<file path="config.mk">
export PLATFORM = sky130hd
export DESIGN_NAME = exu_div
export DESIGN_NICKNAME = d
export VERILOG_FILES = /design/src/rtl/exu_div_pkg.sv /design/src/rtl/dff_rst.sv /design/src/rtl/dff_rst_en_flush.sv /design/src/rtl/div_step.sv /design/src/rtl/exu_div.sv
export SDC_FILE = /design/constraint.sdc
export NUM_CORES = 1
export LEC_CHECK = 0
export CAP_MARGIN = 20
export CORE_ASPECT_RATIO = 1.25
export CORE_UTILIZATION = 40
export DETAILED_ROUTE_END_ITERATION = 16
export DONT_BUFFER_PORTS = 1
export PLACE_DENSITY_LB_ADDON = 0.2
export SLEW_MARGIN = 20
export SYNTH_ARGS = -nofsm -noshare
export SYNTH_HDL_FRONTEND = slang
export SYNTH_SLANG_ARGS = --single-unit
</file>
<file path="constraint.sdc">
create_clock -name clk -period 3.45 [get_ports clk]
set_input_delay 0.5175 -clock clk [delete_from_list [all_inputs] [get_ports clk]]
set_output_delay 0.5175 -clock clk [all_outputs]
set_load 0.005 [all_outputs]
</file>
<file path="src/rtl/exu_div_pkg.sv">
// Shared types and constants for the EXU iterative divider.
// Latency: n/a (types only).
// Backpressure: n/a (types only).
package exu_div_pkg;

    localparam int unsigned XLEN  = 32;
    localparam int unsigned TAG_W = 6;
    localparam int unsigned CNT_W = $clog2(XLEN);

    // Architectural results for the two cases that skip the iteration.
    localparam logic [XLEN-1:0] DIV_BY_ZERO_QUO = 32'hFFFF_FFFF;
    localparam logic [XLEN-1:0] DIV_OVF_QUO     = 32'h8000_0000;

    typedef enum logic [1:0] {
        IDLE  = 2'd0,
        CALC  = 2'd1,
        FIXUP = 2'd2,
        DONE  = 2'd3
    } div_state_t;

    // Subset of the idu1 issue bundle seen by the divider.
    typedef struct packed {
        logic              div;
        logic              rem;
        logic              unsign;
        logic              legal;
        logic [XLEN-1:0]   rs1_data;
        logic [XLEN-1:0]   rs2_data;
        logic [4:0]        rd_addr;
        logic [TAG_W-1:0]  instr_tag;
    } idu1_out_t;

    // Per-operation bookkeeping captured at accept time.
    typedef struct packed {
        logic [4:0]        rd_addr;
        logic [TAG_W-1:0]  instr_tag;
        logic              rem_sel;
        logic              neg_quo;
        logic              neg_rem;
    } div_meta_t;

    // Two's-complement magnitude when the value is to be treated as negative.
    function automatic logic [XLEN-1:0] abs_if_neg(input logic neg, input logic [XLEN-1:0] v);
        return neg ? (~v + {{(XLEN-1){1'b0}}, 1'b1}) : v;
    endfunction

endpackage

</file>
<file path="src/rtl/dff_rst.sv">
// Plain register with asynchronous active-low reset to RST_VAL.
// Latency: 1 cycle.
// Backpressure: none; loads every cycle.
// Ports: clk, rst_n, i_d (next value), o_q (registered value).
module dff_rst #(
    parameter int unsigned   W       = 1,
    parameter logic [W-1:0]  RST_VAL = '0
) (
    input  logic          clk,
    input  logic          rst_n,
    input  logic [W-1:0]  i_d,
    output logic [W-1:0]  o_q
);

    always_ff @(posedge clk or negedge rst_n) begin
        if (!rst_n) begin
            o_q <= RST_VAL;
        end else begin
            o_q <= i_d;
        end
    end

endmodule

</file>
<file path="src/rtl/dff_rst_en_flush.sv">
// Register with async active-low reset, load enable and synchronous flush to RST_VAL.
// Latency: 1 cycle.
// Backpressure: holds value when i_en is low; i_flush wins over i_en.
// Ports: clk, rst_n, i_en, i_flush, i_d, o_q.
module dff_rst_en_flush #(
    parameter int unsigned   W       = 1,
    parameter logic [W-1:0]  RST_VAL = '0
) (
    input  logic          clk,
    input  logic          rst_n,
    input  logic          i_en,
    input  logic          i_flush,
    input  logic [W-1:0]  i_d,
    output logic [W-1:0]  o_q
);

    always_ff @(posedge clk or negedge rst_n) begin
        if (!rst_n) begin
            o_q <= RST_VAL;
        end else if (i_flush) begin
            o_q <= RST_VAL;
        end else if (i_en) begin
            o_q <= i_d;
        end
    end

endmodule

</file>
<file path="src/rtl/div_step.sv">
// One restoring-division step: shift in a dividend bit, trial-subtract, keep or restore.
// Latency: combinational.
// Backpressure: none.
// Ports: i_rem (partial remainder, < divisor), i_dvd_bit, i_divisor, o_rem, o_quo_bit.
module div_step
    import exu_div_pkg::*;
#(
    parameter int unsigned W = XLEN
) (
    input  logic [W-1:0]  i_rem,
    input  logic          i_dvd_bit,
    input  logic [W-1:0]  i_divisor,
    output logic [W-1:0]  o_rem,
    output logic          o_quo_bit
);

    logic [W:0]    w_shift;
    logic [W-1:0]  w_sub_lo;

    assign w_shift   = {i_rem, i_dvd_bit};
    assign o_quo_bit = (w_shift >= {1'b0, i_divisor});
    // When the subtract succeeds the true difference is below the divisor, so
    // the low W bits of the modular difference are the exact result.
    assign w_sub_lo  = w_shift[W-1:0] - i_divisor;
    assign o_rem     = o_quo_bit ? w_sub_lo : w_shift[W-1:0];

endmodule

</file>
<file path="src/rtl/exu_div.sv">
// Iterative radix-2 restoring divider for RISC-V DIV/DIVU/REM/REMU, one op in flight.
// Latency: XLEN/BITS_PER_CYCLE+2 cycles to writeback strobe; divide-by-zero/overflow in 1 cycle.
// Backpressure: none on output; div_busy stalls idu1, new op accepted only in IDLE or DONE.
// Ports: clk, rst_n, idu1_out (issue bundle), pipe_flush (kills same-cycle issue),
//        div_busy (CALC/FIXUP), div_wb_data/div_wb_rd_addr/div_wb_instr_tag, div_wb_rd_wr_en (1-cycle strobe).
module exu_div
    import exu_div_pkg::*;
#(
    parameter int unsigned BITS_PER_CYCLE = 1
) (
    input  logic              clk,
    input  logic              rst_n,
    input  idu1_out_t         idu1_out,
    input  logic              pipe_flush,
    output logic              div_busy,
    output logic [XLEN-1:0]   div_wb_data,
    output logic [4:0]        div_wb_rd_addr,
    output logic [TAG_W-1:0]  div_wb_instr_tag,
    output logic              div_wb_rd_wr_en
);

    localparam int unsigned        CALC_CYC = XLEN / BITS_PER_CYCLE;
    localparam logic [CNT_W-1:0]   CNT_LOAD = CNT_W'(CALC_CYC - 1);

    // ---------------------------------------------------------------
    // Issue decode
    // ---------------------------------------------------------------
    logic             w_accept;
    logic             w_signed;
    logic             w_rs1_neg;
    logic             w_rs2_neg;
    logic             w_div0;
    logic             w_ovf;
    logic             w_special;
    logic [XLEN-1:0]  w_special_res;
    logic [XLEN-1:0]  w_abs1;
    logic [XLEN-1:0]  w_abs2;
    div_meta_t        w_meta_d;

    div_state_t       r_state;
    logic [1:0]       r_state_bits;
    div_state_t       w_state_nxt;

    assign w_accept  = ((r_state == IDLE) || (r_state == DONE)) &
                       idu1_out.div & idu1_out.legal & ~pipe_flush;
    assign w_signed  = ~idu1_out.unsign;
    assign w_rs1_neg = w_signed & idu1_out.rs1_data[XLEN-1];
    assign w_rs2_neg = w_signed & idu1_out.rs2_data[XLEN-1];
    assign w_abs1    = abs_if_neg(w_rs1_neg, idu1_out.rs1_data);
    assign w_abs2    = abs_if_neg(w_rs2_neg, idu1_out.rs2_data);

    assign w_div0    = (idu1_out.rs2_data == '0);
    assign w_ovf     = w_signed & (idu1_out.rs1_data == DIV_OVF_QUO) & (idu1_out.rs2_data == '1);
    assign w_special = w_div0 | w_ovf;

    // Divide-by-zero takes priority: its remainder is the raw dividend.
    always_comb begin
        w_special_res = DIV_OVF_QUO;
        if (idu1_out.rem) begin
            w_special_res = w_div0 ? idu1_out.rs1_data : '0;
        end else begin
            w_special_res = w_div0 ? DIV_BY_ZERO_QUO : DIV_OVF_QUO;
        end
    end

    assign w_meta_d.rd_addr   = idu1_out.rd_addr;
    assign w_meta_d.instr_tag = idu1_out.instr_tag;
    assign w_meta_d.rem_sel   = idu1_out.rem;
    assign w_meta_d.neg_quo   = w_rs1_neg ^ w_rs2_neg;
    assign w_meta_d.neg_rem   = w_rs1_neg;

    // ---------------------------------------------------------------
    // FSM: state register / next state / outputs
    // ---------------------------------------------------------------
    logic [CNT_W-1:0] r_cnt;

    dff_rst #(.W(2), .RST_VAL(2'(IDLE))) u_state_reg (
        .clk   (clk),
        .rst_n (rst_n),
        .i_d   (w_state_nxt),
        .o_q   (r_state_bits)
    );
    assign r_state = div_state_t'(r_state_bits);

    always_comb begin
        w_state_nxt = r_state;
        case (r_state)
            IDLE, DONE: begin
                if (w_accept) begin
                    w_state_nxt = w_special ? DONE : CALC;
                end else begin
                    w_state_nxt = IDLE;
                end
            end
            CALC: begin
                if (r_cnt == '0) begin
                    w_state_nxt = FIXUP;
                end
            end
            FIXUP:   w_state_nxt = DONE;
            default: w_state_nxt = IDLE;
        endcase
    end

    // Busy drops in DONE so idu1 releases its stall on the writeback cycle.
    always_comb begin
        div_busy        = 1'b0;
        div_wb_rd_wr_en = 1'b0;
        case (r_state)
            CALC, FIXUP: div_busy        = 1'b1;
            DONE:        div_wb_rd_wr_en = 1'b1;
            default: ;
        endcase
    end

    // ---------------------------------------------------------------
    // Iteration datapath
    // ---------------------------------------------------------------
    logic                                 w_calc;
    logic [XLEN-1:0]                      r_quo;      // dividend shifting out, quotient shifting in
    logic [XLEN-1:0]                      r_divisor;
    logic [XLEN-1:0]                      r_rem_acc;
    div_meta_t                            r_meta;
    logic [BITS_PER_CYCLE:0][XLEN-1:0]    w_rem_chain;
    logic [BITS_PER_CYCLE-1:0]            w_qbits;
    logic [XLEN-1:0]                      w_quo_nxt;
    logic [CNT_W-1:0]                     w_cnt_d;
    logic [XLEN-1:0]                      w_quo_d;

    assign w_calc = (r_state == CALC);

    assign w_rem_chain[0] = r_rem_acc;
    for (genvar g = 0; g < BITS_PER_CYCLE; g++) begin : g_step
        div_step #(.W(XLEN)) u_div_step (
            .i_rem     (w_rem_chain[g]),
            .i_dvd_bit (r_quo[XLEN-1-g]),
            .i_divisor (r_divisor),
            .o_rem     (w_rem_chain[g+1]),
            .o_quo_bit (w_qbits[BITS_PER_CYCLE-1-g])
        );
    end

    assign w_quo_nxt = {r_quo[XLEN-1-BITS_PER_CYCLE:0], w_qbits};
    assign w_cnt_d   = w_accept ? CNT_LOAD : (r_cnt - CNT_W'(1));
    assign w_quo_d   = w_accept ? w_abs1 : w_quo_nxt;

    dff_rst_en_flush #(.W(CNT_W)) u_cnt_reg (
        .clk     (clk),
        .rst_n   (rst_n),
        .i_en    (w_accept | w_calc),
        .i_flush (1'b0),
        .i_d     (w_cnt_d),
        .o_q     (r_cnt)
    );

    dff_rst_en_flush #(.W(XLEN)) u_quo_reg (
        .clk     (clk),
        .rst_n   (rst_n),
        .i_en    (w_accept | w_calc),
        .i_flush (1'b0),
        .i_d     (w_quo_d),
        .o_q     (r_quo)
    );

    dff_rst_en_flush #(.W(XLEN)) u_divisor_reg (
        .clk     (clk),
        .rst_n   (rst_n),
        .i_en    (w_accept),
        .i_flush (1'b0),
        .i_d     (w_abs2),
        .o_q     (r_divisor)
    );

    // The partial remainder starts from zero for every new operation.
    dff_rst_en_flush #(.W(XLEN)) u_rem_reg (
        .clk     (clk),
        .rst_n   (rst_n),
        .i_en    (w_calc),
        .i_flush (w_accept),
        .i_d     (w_rem_chain[BITS_PER_CYCLE]),
        .o_q     (r_rem_acc)
    );

    dff_rst_en_flush #(.W($bits(div_meta_t))) u_meta_reg (
        .clk     (clk),
        .rst_n   (rst_n),
        .i_en    (w_accept),
        .i_flush (1'b0),
        .i_d     (w_meta_d),
        .o_q     (r_meta)
    );

    // ---------------------------------------------------------------
    // Sign fixup and writeback register
    // ---------------------------------------------------------------
    logic             w_fixup;
    logic [XLEN-1:0]  w_fix_res;
    logic [XLEN-1:0]  w_wb_d;

    assign w_fixup   = (r_state == FIXUP);
    assign w_fix_res = r_meta.rem_sel ? abs_if_neg(r_meta.neg_rem, r_rem_acc)
                                      : abs_if_neg(r_meta.neg_quo, r_quo);
    assign w_wb_d    = w_fixup ? w_fix_res : w_special_res;

    dff_rst_en_flush #(.W(XLEN)) u_wb_data_reg (
        .clk     (clk),
        .rst_n   (rst_n),
        .i_en    (w_fixup | (w_accept & w_special)),
        .i_flush (1'b0),
        .i_d     (w_wb_d),
        .o_q     (div_wb_data)
    );

    assign div_wb_rd_addr   = r_meta.rd_addr;
    assign div_wb_instr_tag = r_meta.instr_tag;

endmodule

</file>
## Word level (Yosys, flattened, before mapping)

Index checks and enable logic that the tools add are counted.

| storage, ports and cells | value |
|---|---|
| register bits after elaboration | 149 |
| output and inout port bits | 45 |
| word-level logic and storage cells | 65 |
| input bits | 82 |

| operators by class | value |
|---|---|
| add/sub/neg operators | 6 |
| bitwise gates (word level) | 18 |
| equal/unequal tests | 6 |
| reductions and logical operators | 7 |
| magnitude comparators | 1 |
| mux-type cells | 20 |

Operator list:

| kind | count |
|---|---|
| 32-bit two-way mux | 12 |
| 32-bit by 1-bit adder with 32-bit output, second input constant | 4 |
| 32-bit NOT | 4 |
| 32-bit equality test, second input constant | 2 |
| 33-bit by 32-bit greater-or-equal comparator with 1-bit output | 1 |
| 32-bit logical NOT | 1 |
| 32-bit subtractor | 1 |
| 31-bit two-way mux | 1 |
| 1-bit bitwise AND | 8 |
| 2-bit two-way mux | 3 |
| 2-bit case mux with 3 select lines | 1 |
| 5-bit logical NOT | 1 |
| 5-bit two-way mux | 1 |
| 5-bit by 1-bit subtractor with 5-bit output, second input constant | 1 |
| 2-bit equality test, second input constant | 2 |
| 2-bit OR reduction | 2 |
| 1-bit OR | 3 |
| 2-bit by 1-bit equality test with 1-bit output, second input constant | 1 |
| 2-bit logical NOT | 1 |
| 1-bit two-way mux | 2 |
| 2-bit by 1-bit inequality test with 1-bit output, second input constant | 1 |
| 1-bit NOT | 2 |
| 2-bit nonzero test | 1 |
| 1-bit logical OR | 1 |
| 1-bit bitwise XOR | 1 |

## Longest topological paths before layout

Gate-level depths: netlist of run 1.

| depth | value |
|---|---|
| word-level depth | 7 |
| depth in mapped cells | 12 |
| gate-level depth less buffers | 12 |

## By module

From an unflattened synthesis of run 1, not the netlist that was laid out.

| second synthesis, totals | value |
|---|---|
| cells, all modules | 1438 |
| area total of the unflattened synthesis | 12478.2 um^2 |

Modules (own cells, without submodules):

| module | area each (um^2) | seq. area each (um^2) | times used | cells each |
|---|---|---|---|---|
| dff_rst_en_flush (u_divisor_reg ...) | 1323.8 | 800.8 | 4 | 103 |
| exu_div | 4018.9 | 0.0 | 1 | 640 |
| div_step | 2331.0 | 0.0 | 1 | 323 |
| dff_rst_en_flush (u_meta_reg) | 578.1 | 350.3 | 1 | 45 |
| dff_rst_en_flush (u_cnt_reg) | 205.2 | 125.1 | 1 | 16 |
| dff_rst | 50.0 | 50.0 | 1 | 2 |

## Least setup slack after synthesis of run 1

OpenSTA, ideal clock, no wires.

| timing | value |
|---|---|
| path kind | in2reg |
| start | input idu1_out[49] in the netlist's numbering |
| end | register u_wb_data_reg.o_q[24] |
| data required time | 3.324 ns |
| stages on the path | 9 |
| setup time | 0.126 ns |
| setup slack | 0.496 ns |
| path buffers | 2 |
| data arrival time | 2.828 ns |
| path through | or4_1 -> or4_1 -> nand4bb_1 -> nor3_1 -> o21ai_1 -> and2_1 -> buf_2 -> buf_2 -> a221o_1 |

| between the ends | value |
|---|---|
| word-level cells in the longest chain between the ends | 6 |

Ends and longest elaborated chain:

| what | RTL line | source |
|---|---|---|
| start, declared | exu_div.sv:13 | `input idu1_out_t idu1_out,` |
| 32-bit equality test | exu_div.sv:53 | `assign w_ovf = w_signed & (idu1_out.rs1_data == DIV_OVF_QUO) & (idu1_out.rs2_data == '1);` |
| 1-bit bitwise AND (2 in series) | exu_div.sv:53 |  |
| 1-bit OR | exu_div.sv:54 | `assign w_special = w_div0 \| w_ovf;` |
| 1-bit bitwise AND | exu_div.sv:208 | `.i_en (w_fixup \| (w_accept & w_special)),` |
| 1-bit OR | exu_div.sv:208 |  |
| end signal, assigned | dff_rst_en_flush.sv:23 | `o_q <= i_d;` |
| end, declared | dff_rst_en_flush.sv:14 | `output logic [W-1:0] o_q` |

Every way passes these cells.
A chain may end at the register's enable or synchronous reset.

## Worst setup path after layout of run 1

| timing | value |
|---|---|
| start | register u_quo_reg.o_q[31] |
| end | register u_rem_reg.o_q[30] |

| between the ends | value |
|---|---|
| word-level cells in the longest chain between the ends | 4 |
| elaborated cells between the ends (all ways) | 5 |
| those cells by class | 1 x add/sub; 1 x order compare; 3 x mux |

Ends and longest elaborated chain:

| what | RTL line | source |
|---|---|---|
| start, declared | dff_rst_en_flush.sv:14 |  |
| start signal, assigned | dff_rst_en_flush.sv:23 |  |
| 32-bit subtractor / 33-bit by 32-bit greater-or-equal comparator with 1-bit output (equally long branches) | div_step.sv:24, div_step.sv:21 |  |
| 32-bit two-way mux (*) | div_step.sv:25 | `assign o_rem = o_quo_bit ? w_sub_lo : w_shift[W-1:0];` |
| 32-bit two-way mux (*) | dff_rst_en_flush.sv:22 | `end else if (i_en) begin` |
| 32-bit two-way mux (*) | dff_rst_en_flush.sv:20 | `end else if (i_flush) begin` |
| end signal, assigned | dff_rst_en_flush.sv:23 |  |
| end, declared | dff_rst_en_flush.sv:14 |  |

Every way passes the cells marked *; elsewhere a longest branch is shown, timed or not. The select of a mux whose other input is x is not followed.

==> flow_results.xml, run 1 <==
<?xml version="1.0" encoding="UTF-8"?>
<metrics>
  <group name="grt">
    <metric name="grt_start_max_net_pins" unit="">150</metric>
    <metric name="grt_first_pass_wirelength" unit="mm">54.4</metric>
    <metric name="groute.layer.met3.usage" unit="">0.0371</metric>
    <metric name="grt_residual_overflow" unit="">0</metric>
    <metric name="groute.layer.met2.usage" unit="">0.380</metric>
    <metric name="grtUsageTotal" unit="">0.233</metric>
    <metric name="grt_use_met1" unit="">0.317</metric>
    <metric name="initial_antenna_violation_count" unit="">0</metric>
    <metric name="gr-max-usage-layer" unit="">met2</metric>
    <metric name="first_global_vias" unit="">9990</metric>
  </group>
  <group name="worst_setup_path">
    <metric name="critical_path_peak_fanout" unit="">3</metric>
    <metric name="worst-endpoint-required" unit="ns">3.81</metric>
    <metric name="timing.rr.end" unit="">u_rem_reg.o_q[30]</metric>
    <metric name="r2r.worst_path.cells" unit="">12</metric>
    <metric name="cp.arrival" unit="ns">3.58</metric>
    <metric name="timing_worst_setup_path_type" unit="">flop to flop</metric>
    <metric name="worstSetupStartpointType" unit="">flop</metric>
    <metric name="reg2reg_slack" unit="ns">0.23</metric>
    <metric name="setup.worst_path.end_class" unit="">flop</metric>
    <metric name="worstReg2RegStart" unit="">u_quo_reg.o_q[31]</metric>
  </group>
  <group name="yosys">
    <metric name="gate_count_of_the_mapped_netlist" unit="">1467</metric>
    <metric name="synth_async_sr_flop_share" unit="">1.00</metric>
    <metric name="synth_edf_count" unit="">0</metric>
    <metric name="post-synth-top-area-cell" unit="">sky130_fd_sc_hd__dfrtp_1</metric>
    <metric name="synth_most_common_cell" unit="">sky130_fd_sc_hd__nand2_1</metric>
    <metric name="syn_avg_cell_area" unit="µm²">7.92</metric>
    <metric name="synthTopCellsByCount" unit="">198 x sky130_fd_sc_hd__nand2_1, 163 x sky130_fd_sc_hd__o21ai_0, 149 x sky130_fd_sc_hd__dfrtp_1</metric>
    <metric name="post_synth_instance_area" unit="mm²">0.0116</metric>
    <metric name="netlist-cell-type-count" unit="">69</metric>
    <metric name="ys_ff_latch" unit="">149</metric>
    <metric name="synth_top_cell_area_share" unit="">0.321</metric>
    <metric name="syn_nets" unit="">1592</metric>
    <metric name="yosys-top-cells-area" unit="">sky130_fd_sc_hd__dfrtp_1 32%, sky130_fd_sc_hd__o21ai_0 7.0%, sky130_fd_sc_hd__xnor2_1 6.5%</metric>
    <metric name="yosys_most_used_dff" unit="">sky130_fd_sc_hd__dfrtp_1</metric>
    <metric name="ys_warn_count" unit="">0</metric>
    <metric name="synth-seq-area-share" unit="">0.321</metric>
  </group>
  <group name="drt">
    <metric name="drt_first_pass_iters" unit="">5</metric>
    <metric name="vias_per_cell" unit="">5.76</metric>
    <metric name="drc_errors" unit="">0</metric>
    <metric name="routed_wl" unit="mm">34.1</metric>
    <metric name="post_drt_wl_per_cell" unit="µm">18.9</metric>
    <metric name="detailroute.via_count" unit="">10400</metric>
    <metric name="route.antenna.remaining_nets" unit="">0</metric>
    <metric name="initialDrtViolationCount" unit="">718</metric>
  </group>
  <group name="placement">
    <metric name="placed_area" unit="mm²">0.0121</metric>
    <metric name="final_replace_weighted_congestion" unit="">0.868</metric>
    <metric name="placement.io_buffers" unit="">0</metric>
    <metric name="placement.setup.worst_slack" unit="ns">0.280</metric>
    <metric name="detailed_place_hpwl" unit="mm">25.4</metric>
  </group>
  <group name="sta">
    <metric name="setup-violations-final" unit="">0</metric>
    <metric name="timing_hold_violations_final" unit="">149</metric>
    <metric name="grt_setup_unrepaired" unit="">no</metric>
    <metric name="finalSetupTns" unit="ns">0</metric>
    <metric name="finalClockSkew" unit="ns">0.00913</metric>
    <metric name="worst_slew_pin_slew" unit="ns">1.10</metric>
    <metric name="layout_setup_ws" unit="ns">0.228</metric>
    <metric name="timing.final.crit_share" unit="">0.934</metric>
    <metric name="final-max-slew-violation-count" unit="">0</metric>
    <metric name="clock.fmax" unit="GHz">0.310</metric>
    <metric name="slew_headroom" unit="">0.269</metric>
    <metric name="worst_hold_slack" unit="ns">-0.232</metric>
    <metric name="timing.final.crit_period" unit="ns">3.22</metric>
  </group>
  <group name="power">
    <metric name="cellLeakagePower" unit="nW">5.12</metric>
    <metric name="peak_vdd_ir" unit="mV">0.480</metric>
    <metric name="report.power.total" unit="mW">14.0</metric>
    <metric name="power_density" unit="mW/mm²">1110</metric>
  </group>
  <group name="finish">
    <metric name="multi_input_comb_area" unit="mm²">0.00722</metric>
    <metric name="ff_latch_area" unit="mm²">0.00373</metric>
    <metric name="utilization" unit="">0.445</metric>
    <metric name="stdcell_area" unit="mm²">0.0127</metric>
    <metric name="antenna-diode-count" unit="">0</metric>
    <metric name="final_net_count" unit="">1566</metric>
    <metric name="fillcell_total" unit="">2832</metric>
    <metric name="layout-area-overhead-vs-synth" unit="%">9.07</metric>
    <metric name="final_layout_size_suffix_gt1_frac" unit="">0.0729</metric>
  </group>
  <group name="floorplan">
    <metric name="row_count" unit="">69</metric>
    <metric name="design.die.area" unit="mm²">0.0297</metric>
    <metric name="floorplan.io_pins" unit="">127</metric>
    <metric name="core_area" unit="mm²">0.0285</metric>
    <metric name="die_x" unit="µm">154</metric>
    <metric name="die_y" unit="µm">193</metric>
    <metric name="initial_core_util" unit="">0.408</metric>
  </group>
  <group name="cts">
    <metric name="insertion_delay" unit="ns">0.44</metric>
    <metric name="cts-root-to-sink-buffers" unit="">2</metric>
    <metric name="cts_buffers" unit="">17</metric>
    <metric name="cts_tree" unit="">yes</metric>
    <metric name="cts_htree_levels" unit="">4</metric>
    <metric name="cts_repair_resize_count" unit="">0</metric>
    <metric name="cts.sinks" unit="">149</metric>
    <metric name="cts.root.buffer_cell" unit="">sky130_fd_sc_hd__clkbuf_16</metric>
    <metric name="clk_pin_slew_worst_paths" unit="ns">0.06</metric>
  </group>
  <group name="min_path">
    <metric name="hold_path_class" unit="">input pin to asynchronous set/reset pin</metric>
  </group>
  <group name="status">
    <metric name="failed_checks" unit="">negative hold slack</metric>
    <metric name="outcome" unit="">finished with violations</metric>
  </group>
  <group name="flow_run">
    <metric name="drv_cap" unit="">0</metric>
  </group>
</metrics>
## cells in the final DEF (no fill, tap or decap), drive strengths merged, types with 21 or more instances in the layout
cell type and n:
a21oi 133, buf 56, clkbuf 21, dfrtp 149
ha 42, inv 73, mux2i 44, nand2 198
nor2 92, nor4 22, o21ai 173, o31ai 34
xnor2 86, xor2 56
## logic make-up (layout without fill, tap and decap cells)
logic type,count (synthesis),in the layout,synth area share
flops,149,149,0.321
simple gates,459,459,0.191
fa+ha+maj,43,43,0.0470
compound gates,458,458,0.237
xor+xnor,142,142,0.107
buf+inv,172,159,0.0597
mux,44,44,0.0379
## stage by stage
stage	instances	hold slack, ns
2_1_floorplan	1467	0.222
3_3_place_gp	1777	0.225
3_5_place_dp	1777	0.225
4_1_cts	1809	-0.247
5_1_grt	1809	-0.245
6_report	1809	-0.232
## per-layer routing
layer / share of wire / vias up
met3: 0.055 / 39
met2: 0.46 / 300
met5: 0 / -
met4: 0.021 / 0
li1: - / 5153
met1: 0.46 / 4924
## sequential cells by signal (all words and copies together), names as in the netlist
register,cells
u_meta_reg.o_q,14
u_rem_reg.o_q,32
u_wb_data_reg.o_q,32
u_quo_reg.o_q,32
u_divisor_reg.o_q,32
u_cnt_reg.o_q,5
u_state_reg.o_q,2
## worst max-delay path by stage
stage	cells past startpoint	slack (ns)	start	end
3_5_place_dp	7	0.28	idu1_out[49]	u_quo_reg.o_q[31]
6_report	12	0.23	u_quo_reg.o_q[31]	u_rem_reg.o_q[30]
4_1_cts	12	0.25	u_quo_reg.o_q[31]	u_rem_reg.o_q[30]
5_1_grt	9	0.005	u_rem_reg.o_q[15]	u_rem_reg.o_q[14]
3_3_place_gp	7	0.26	idu1_out[49]	u_quo_reg.o_q[31]
2_1_floorplan	9	0.50	idu1_out[49]	u_wb_data_reg.o_q[24]
## what timing repair did
action | 4_1_cts | 5_1_grt
buffers inserted | 0 | 0
hold endpoints to repair | 149 | 149
setup endpoints to repair | 0 | 0
## power by group
| part | total, mW | switching (mW) | internal, mW |
|---|---|---|---|
| combinational | 8.55 | 4.95 | 3.60 |
| clock | 1.83 | 0.794 | 1.03 |
| sequential | 3.66 | 1.03 | 2.62 |
| total | 14.0 | 6.78 | 7.26 |
## worst max-delay path, cell delays in order, from the launching register on
cell,delay [ns]
sky130_fd_sc_hd__dfrtp_1,0.38
sky130_fd_sc_hd__inv_1,0.06
sky130_fd_sc_hd__ha_1,0.14
sky130_fd_sc_hd__inv_1,0.05
sky130_fd_sc_hd__fa_1,0.41
sky130_fd_sc_hd__a211oi_1,0.35
sky130_fd_sc_hd__o21ai_0,0.19
sky130_fd_sc_hd__nor4b_1,0.20
sky130_fd_sc_hd__o31ai_1,0.38
sky130_fd_sc_hd__a21oi_1,0.16
sky130_fd_sc_hd__and3_1,0.20
sky130_fd_sc_hd__or4_1,0.46
sky130_fd_sc_hd__a31oi_1,0.17
## layout make-up
cell class,count,share of cell area
repair buffers,56,0.0352
well taps,355,0.0351
multi-input cells,1146,0.570
clock buffers,21,0.0363
flip-flops and latches,149,0.294
clock inverters,11,0.00800
inverters,71,0.0210
No activity file was read; power rests on OpenSTA's default activity.
==> run 2, diff against run 1 <==
Clock period 3.45 ns to 3.6 ns, I/O delays scaled along.
==> flow_results.xml, run 2 (synthesized netlist as in run 1, its figures left out) <==
<?xml version="1.0" encoding="UTF-8"?>
<metrics>
  <group name="status">
    <metric name="outcome" unit="">finished with violations</metric>
    <metric name="failed_checks" unit="">negative hold slack</metric>
  </group>
  <group name="grt">
    <metric name="grt_residual_overflow" unit="">0</metric>
    <metric name="grt_first_pass_wirelength" unit="mm">54.0</metric>
    <metric name="initial_antenna_violation_count" unit="">0</metric>
    <metric name="first_global_vias" unit="">9908</metric>
    <metric name="grt_start_max_net_pins" unit="">150</metric>
    <metric name="grtUsageTotal" unit="">0.231</metric>
  </group>
  <group name="drt">
    <metric name="route.antenna.remaining_nets" unit="">0</metric>
    <metric name="initialDrtViolationCount" unit="">757</metric>
    <metric name="routed_wl" unit="mm">33.8</metric>
    <metric name="vias_per_cell" unit="">5.83</metric>
    <metric name="drt_first_pass_iters" unit="">5</metric>
    <metric name="drc_errors" unit="">0</metric>
    <metric name="post_drt_wl_per_cell" unit="µm">18.9</metric>
    <metric name="detailroute.via_count" unit="">10400</metric>
  </group>
  <group name="floorplan">
    <metric name="initial_core_util" unit="">0.408</metric>
    <metric name="die_x" unit="µm">154</metric>
    <metric name="row_count" unit="">69</metric>
    <metric name="design.die.area" unit="mm²">0.0297</metric>
    <metric name="core_area" unit="mm²">0.0285</metric>
    <metric name="floorplan.io_pins" unit="">127</metric>
    <metric name="die_y" unit="µm">193</metric>
  </group>
  <group name="worst_setup_path">
    <metric name="worst-endpoint-required" unit="ns">3.96</metric>
    <metric name="setup.worst_path.end_class" unit="">flop</metric>
    <metric name="cp.arrival" unit="ns">3.62</metric>
    <metric name="crit_start" unit="">u_quo_reg.o_q[31]</metric>
    <metric name="worstSetupStartpointType" unit="">flop</metric>
    <metric name="timing_worst_setup_path_type" unit="">flop to flop</metric>
    <metric name="worstReg2RegStart" unit="">u_quo_reg.o_q[31]</metric>
    <metric name="critical_path_peak_fanout" unit="">4</metric>
  </group>
  <group name="sta">
    <metric name="final-max-slew-violation-count" unit="">0</metric>
    <metric name="timing_hold_violations_final" unit="">149</metric>
    <metric name="finalSetupTns" unit="ns">0</metric>
    <metric name="setup-violations-final" unit="">0</metric>
    <metric name="worst_hold_slack" unit="ns">-0.202</metric>
    <metric name="grt_setup_unrepaired" unit="">no</metric>
    <metric name="timing.final.crit_share" unit="">0.905</metric>
    <metric name="worst_slew_pin_slew" unit="ns">1.00</metric>
    <metric name="clock.fmax" unit="GHz">0.307</metric>
    <metric name="timing.final.crit_period" unit="ns">3.26</metric>
    <metric name="finalClockSkew" unit="ns">0.0107</metric>
    <metric name="slew_headroom" unit="">0.330</metric>
    <metric name="layout_setup_ws" unit="ns">0.343</metric>
  </group>
  <group name="cts">
    <metric name="insertion_delay" unit="ns">0.44</metric>
    <metric name="cts-root-to-sink-buffers" unit="">2</metric>
    <metric name="cts.repair_timing.setup_buffer_count" unit="">0</metric>
    <metric name="cts_tree" unit="">yes</metric>
    <metric name="cts.root.buffer_cell" unit="">sky130_fd_sc_hd__clkbuf_16</metric>
    <metric name="clk_pin_slew_worst_paths" unit="ns">0.06</metric>
    <metric name="cts_htree_levels" unit="">4</metric>
    <metric name="cts_repair_resize_count" unit="">0</metric>
    <metric name="cts.sinks" unit="">149</metric>
    <metric name="cts_buffers" unit="">17</metric>
  </group>
  <group name="power">
    <metric name="peak_vdd_ir" unit="mV">0.404</metric>
    <metric name="cellLeakagePower" unit="nW">5.02</metric>
    <metric name="report.power.total" unit="mW">13.3</metric>
    <metric name="power_density" unit="mW/mm²">1060</metric>
  </group>
  <group name="placement">
    <metric name="detailed_place_hpwl" unit="mm">25.0</metric>
    <metric name="placement.setup.worst_slack" unit="ns">0.358</metric>
    <metric name="final_replace_weighted_congestion" unit="">0.891</metric>
    <metric name="placement.io_buffers" unit="">0</metric>
  </group>
  <group name="finish">
    <metric name="fillcell_total" unit="">2922</metric>
    <metric name="most_used_cells_in_the_layout_excluding_fill_and_tap_cells" unit="">198 x sky130_fd_sc_hd__nand2_1, 163 x sky130_fd_sc_hd__o21ai_0, 149 x sky130_fd_sc_hd__dfrtp_1</metric>
    <metric name="utilization" unit="">0.440</metric>
    <metric name="layout-area-overhead-vs-synth" unit="%">7.87</metric>
    <metric name="antenna-diode-count" unit="">0</metric>
    <metric name="final_layout_size_suffix_gt1_frac" unit="">0.0567</metric>
    <metric name="commonest_non_fill_non_tap_cell_in_the_layout" unit="">sky130_fd_sc_hd__nand2_1</metric>
    <metric name="final_net_count" unit="">1543</metric>
  </group>
  <group name="min_path">
    <metric name="hold_path_class" unit="">input pin to asynchronous set/reset pin</metric>
  </group>
  <group name="flow_run">
    <metric name="drv_cap" unit="">0</metric>
  </group>
</metrics>
-- run 2: cell count changes in the layout (fill, tap and decap cells not counted) --
cell / delta
sky130_fd_sc_hd__clkinv_4: -1
sky130_fd_sc_hd__clkbuf_1: -1
sky130_fd_sc_hd__clkinvlp_4: -1
sky130_fd_sc_hd__buf_4: -23
sky130_fd_sc_hd__nor2b_2: -1
sky130_fd_sc_hd__clkbuf_8: +1
sky130_fd_sc_hd__nor2b_1: +1
sky130_fd_sc_hd__bufinv_16: +2
sky130_fd_sc_hd__inv_6: -2
-- run 2: final timing paths --
path / end / slack [ns] / cells past startpoint
max: u_rem_reg.o_q[30] / 0.34 / 12
min: u_meta_reg.o_q[6] / -0.20 / 0
max reg2reg: u_rem_reg.o_q[30] / 0.34 / 12
min reg2reg: u_divisor_reg.o_q[24] / 0.48 / 2
max in group asynchronous: u_rem_reg.o_q[2] / 3.60 / 0
min in group clk: u_meta_reg.o_q[1] / 0.20 / 1
-- run 2: critical path, cell delays in order, from the launching register on --
cell and delay [ns]:
sky130_fd_sc_hd__dfrtp_1 0.43, sky130_fd_sc_hd__inv_1 0.08, sky130_fd_sc_hd__ha_1 0.15, sky130_fd_sc_hd__inv_1 0.05
sky130_fd_sc_hd__fa_1 0.41, sky130_fd_sc_hd__a211oi_1 0.28, sky130_fd_sc_hd__o21ai_0 0.15, sky130_fd_sc_hd__nor4b_1 0.18
sky130_fd_sc_hd__o31ai_1 0.34, sky130_fd_sc_hd__a21oi_1 0.24, sky130_fd_sc_hd__and3_1 0.24, sky130_fd_sc_hd__or4_1 0.46
sky130_fd_sc_hd__a31oi_1 0.16
-- run 2: power breakdown --
part	switching [mW]	internal [mW]	total, mW
registers	1.03	2.52	3.54
clock network	0.711	1.13	1.84
logic	4.64	3.25	7.90
-- run 2: metal layers --
layer  track usage  routed length [µm]  vias to the layer above
met2         0.385               15800                      320
met5             0                   0                        -
met4        0.0548                 452                        0
met1         0.311               15600                     4932
met3        0.0384                1940                       28
li1              -                   -                     5128
-- run 2: final cells by class --
class,count,area (µm²),share of cell area
Multi-Input combinational cell,1146,7220,0.576
Clock buffer,21,470,0.0375
Sequential cell,149,3730,0.298
Inverter,71,267,0.0213
Clock inverter,9,128,0.0102
Timing Repair Buffer,33,273,0.0218
Tap cell,355,444,0.0354
-- run 2: metrics by stage --
step,hold WS (ns),cell area (µm²),instances
2_1_floorplan,0.244,11600,1467
3_3_place_gp,0.248,11900,1754
3_5_place_dp,0.248,11900,1754
4_1_cts,-0.222,12500,1784
5_1_grt,-0.226,12500,1784
6_report,-0.202,12500,1784
==> run 3, diff against run 2 <==
==> constraint.sdc (replaced) <==
create_clock -name clk -period 3.6 [get_ports clk]
set_input_delay 0 -clock clk [delete_from_list [all_inputs] [get_ports clk]]
set_output_delay 0 -clock clk [all_outputs]
set_load 0.005 [all_outputs]
==> flow_results.xml, run 3 (synthesized netlist as in run 1, its figures left out) <==
<?xml version="1.0" encoding="UTF-8"?>
<metrics>
  <group name="status">
    <metric name="outcome" unit="">complete, no violations</metric>
  </group>
  <group name="placement">
    <metric name="post-place-cells" unit="">1757</metric>
    <metric name="detailed_place_hpwl" unit="mm">25.4</metric>
    <metric name="placement.io_buffers" unit="">0</metric>
    <metric name="final_replace_weighted_congestion" unit="">0.886</metric>
  </group>
  <group name="worst_setup_path">
    <metric name="cp.arrival" unit="ns">3.58</metric>
    <metric name="critPathSlowestCell" unit="">sky130_fd_sc_hd__a211oi_4</metric>
    <metric name="dominant_delay_contributor_by_cell_family_on_the_critical_path" unit="">compound AO/OA/AOI/OAI gates</metric>
    <metric name="timing.critical_path.cells" unit="">ha_1 -&gt; a21oi_1 -&gt; o21ai_0 -&gt; a22oi_1 -&gt; o31ai_1 -&gt; a211oi_4 -&gt; buf_12 -&gt; mux2i_1 -&gt; a211oi_1</metric>
    <metric name="timing_worst_setup_path_type" unit="">flop to flop</metric>
    <metric name="worstSetupStartpointType" unit="">flop</metric>
    <metric name="critical_path.max_stage_delay" unit="ns">0.67</metric>
    <metric name="critical_path_peak_fanout" unit="">27</metric>
    <metric name="worstPathBufferInverterCount" unit="">1</metric>
    <metric name="worst-endpoint-required" unit="ns">3.88</metric>
    <metric name="setup.worst_path.end_class" unit="">flop</metric>
  </group>
  <group name="power">
    <metric name="peak_vdd_ir" unit="mV">0.302</metric>
    <metric name="cellLeakagePower" unit="nW">5.49</metric>
    <metric name="report.power.total" unit="mW">13.7</metric>
    <metric name="power_density" unit="mW/mm²">1010</metric>
  </group>
  <group name="floorplan">
    <metric name="row_count" unit="">69</metric>
    <metric name="core_area" unit="mm²">0.0285</metric>
    <metric name="die_y" unit="µm">193</metric>
    <metric name="die_x" unit="µm">154</metric>
    <metric name="floorplan.io_pins" unit="">127</metric>
    <metric name="design.die.area" unit="mm²">0.0297</metric>
    <metric name="initial_core_util" unit="">0.408</metric>
  </group>
  <group name="drt">
    <metric name="routed_wl" unit="mm">36.1</metric>
    <metric name="initialDrtViolationCount" unit="">730</metric>
    <metric name="drt_first_pass_iters" unit="">5</metric>
    <metric name="detailroute.via_count" unit="">11000</metric>
    <metric name="drc_errors" unit="">0</metric>
    <metric name="post_drt_wl_per_cell" unit="µm">19.1</metric>
    <metric name="route.antenna.remaining_nets" unit="">0</metric>
    <metric name="vias_per_cell" unit="">5.80</metric>
  </group>
  <group name="cts">
    <metric name="cts_buffers" unit="">17</metric>
    <metric name="cts_htree_levels" unit="">4</metric>
    <metric name="cts.root.buffer_cell" unit="">sky130_fd_sc_hd__clkbuf_16</metric>
    <metric name="cts_tree" unit="">yes</metric>
    <metric name="clk_pin_slew_worst_paths" unit="ns">0.06</metric>
    <metric name="insertion_delay" unit="ns">0.44</metric>
    <metric name="cts-root-to-sink-buffers" unit="">2</metric>
    <metric name="cts.repair_timing.setup_buffer_count" unit="">0</metric>
    <metric name="cts.sinks" unit="">149</metric>
  </group>
  <group name="min_path">
    <metric name="hold_path_class" unit="">input pin to flop</metric>
  </group>
  <group name="flow_run">
    <metric name="drv_cap" unit="">0</metric>
  </group>
  <group name="finish">
    <metric name="final_layout_size_suffix_gt1_frac" unit="">0.0553</metric>
    <metric name="commonest_non_fill_non_tap_cell_in_the_layout" unit="">sky130_fd_sc_hd__nand2_1</metric>
    <metric name="layoutNonFillerInstCount" unit="">1892</metric>
    <metric name="utilization" unit="">0.478</metric>
    <metric name="layout-area-overhead-vs-synth" unit="%">17.3</metric>
    <metric name="final_net_count" unit="">1651</metric>
    <metric name="most_used_cells_in_the_layout_excluding_fill_and_tap_cells" unit="">198 x sky130_fd_sc_hd__nand2_1, 163 x sky130_fd_sc_hd__o21ai_0, 149 x sky130_fd_sc_hd__dfrtp_1</metric>
    <metric name="antenna-diode-count" unit="">0</metric>
  </group>
  <group name="sta">
    <metric name="timing.final.crit_period" unit="ns">3.30</metric>
    <metric name="worst_slew_pin_slew" unit="ns">1.07</metric>
    <metric name="timing.final.crit_share" unit="">0.916</metric>
    <metric name="final-max-slew-violation-count" unit="">0</metric>
    <metric name="slew_headroom" unit="">0.288</metric>
    <metric name="grt_setup_unrepaired" unit="">no</metric>
    <metric name="setup-violations-final" unit="">0</metric>
    <metric name="finalClockSkew" unit="ns">0.00707</metric>
    <metric name="timing_hold_violations_final" unit="">0</metric>
    <metric name="worst_hold_slack" unit="ns">0.0403</metric>
    <metric name="clock.fmax" unit="GHz">0.303</metric>
    <metric name="finalSetupTns" unit="ns">0</metric>
  </group>
  <group name="grt">
    <metric name="grt_first_pass_wirelength" unit="mm">58.0</metric>
    <metric name="first_global_vias" unit="">10800</metric>
    <metric name="grt_start_max_net_pins" unit="">150</metric>
    <metric name="initial_antenna_violation_count" unit="">0</metric>
    <metric name="grt_residual_overflow" unit="">0</metric>
    <metric name="grtUsageTotal" unit="">0.249</metric>
  </group>
</metrics>
## run 3: changes by cell type in the layout (fill, tap and decap cells not counted), sizes merged
cell and delta:
dlygate4sd3 +104, buf +4, bufinv +1, clkinvlp -1, clkinv +1, clkbuf -1
## run 3: worst paths after layout
kind / startpoint / endpoint / slack [ns] / depth (start not counted)
worst max-delay path: u_rem_reg.o_q[19] / u_rem_reg.o_q[8] / 0.30 / 9
worst min-delay path: idu1_out[18] / u_divisor_reg.o_q[8] / 0.04 / 4
worst max register to register: u_rem_reg.o_q[19] / u_rem_reg.o_q[8] / 0.30 / 9
worst min register to register: u_divisor_reg.o_q[14] / u_divisor_reg.o_q[14] / 0.48 / 2
max in group asynchronous: rst_n / u_divisor_reg.o_q[28] / 2.68 / 2
min in group asynchronous: rst_n / u_quo_reg.o_q[25] / 0.15 / 2
## run 3: cell type report
type / instances / area, µm²
Inverter: 71 / 267
Timing Repair Buffer: 141 / 1350
Clock inverter: 10 / 155
Multi-Input combinational cell: 1146 / 7220
Sequential cell: 149 / 3730
Clock buffer: 20 / 457
Tap cell: 355 / 444
Fill cell: 2807 / 14900
## run 3: repair_timing
item,CTS,global route
setup endpoints to repair,0,0
endpoints found under the hold margin,258,0
gates resized for setup,0,0
hold buffers,105,0
## run 3: through the flow
| stage | setup slack, ns | cell area (µm²) |
|---|---|---|
| after detailed placement | 0.330 | 11900 |
| final | 0.301 | 13600 |
| after floorplan | 0.737 | 11600 |
| after global placement | 0.413 | 11900 |
| after global routing | 0.0596 | 13600 |
| after CTS | 0.315 | 13600 |
## run 3: worst reg2reg max path, cell delays in order, from the launching register on
cell and delay, ns:
sky130_fd_sc_hd__dfrtp_1 0.49, sky130_fd_sc_hd__ha_1 0.46, sky130_fd_sc_hd__a21oi_1 0.28, sky130_fd_sc_hd__o21ai_0 0.19, sky130_fd_sc_hd__a22oi_1 0.32, sky130_fd_sc_hd__o31ai_1 0.17, sky130_fd_sc_hd__a211oi_4 0.67, sky130_fd_sc_hd__buf_12 0.26
sky130_fd_sc_hd__mux2i_1 0.21, sky130_fd_sc_hd__a211oi_1 0.09
## run 3: power breakdown
group          internal, mW  leakage (nW)  switching (mW)
logic                  3.41          3.39            4.79
clock network          1.18         0.298           0.733
registers              2.51          1.80            1.07
total                  7.11          5.49            6.59
## run 3: per-layer routing
metal  global-route usage  part of all wire  up-vias
met5                    0                 0        -
met4               0.0811             0.023        0
met3               0.0366             0.051       48
met2                0.427              0.48      345
met1                0.321              0.45     5255
li1                     -                 -     5331
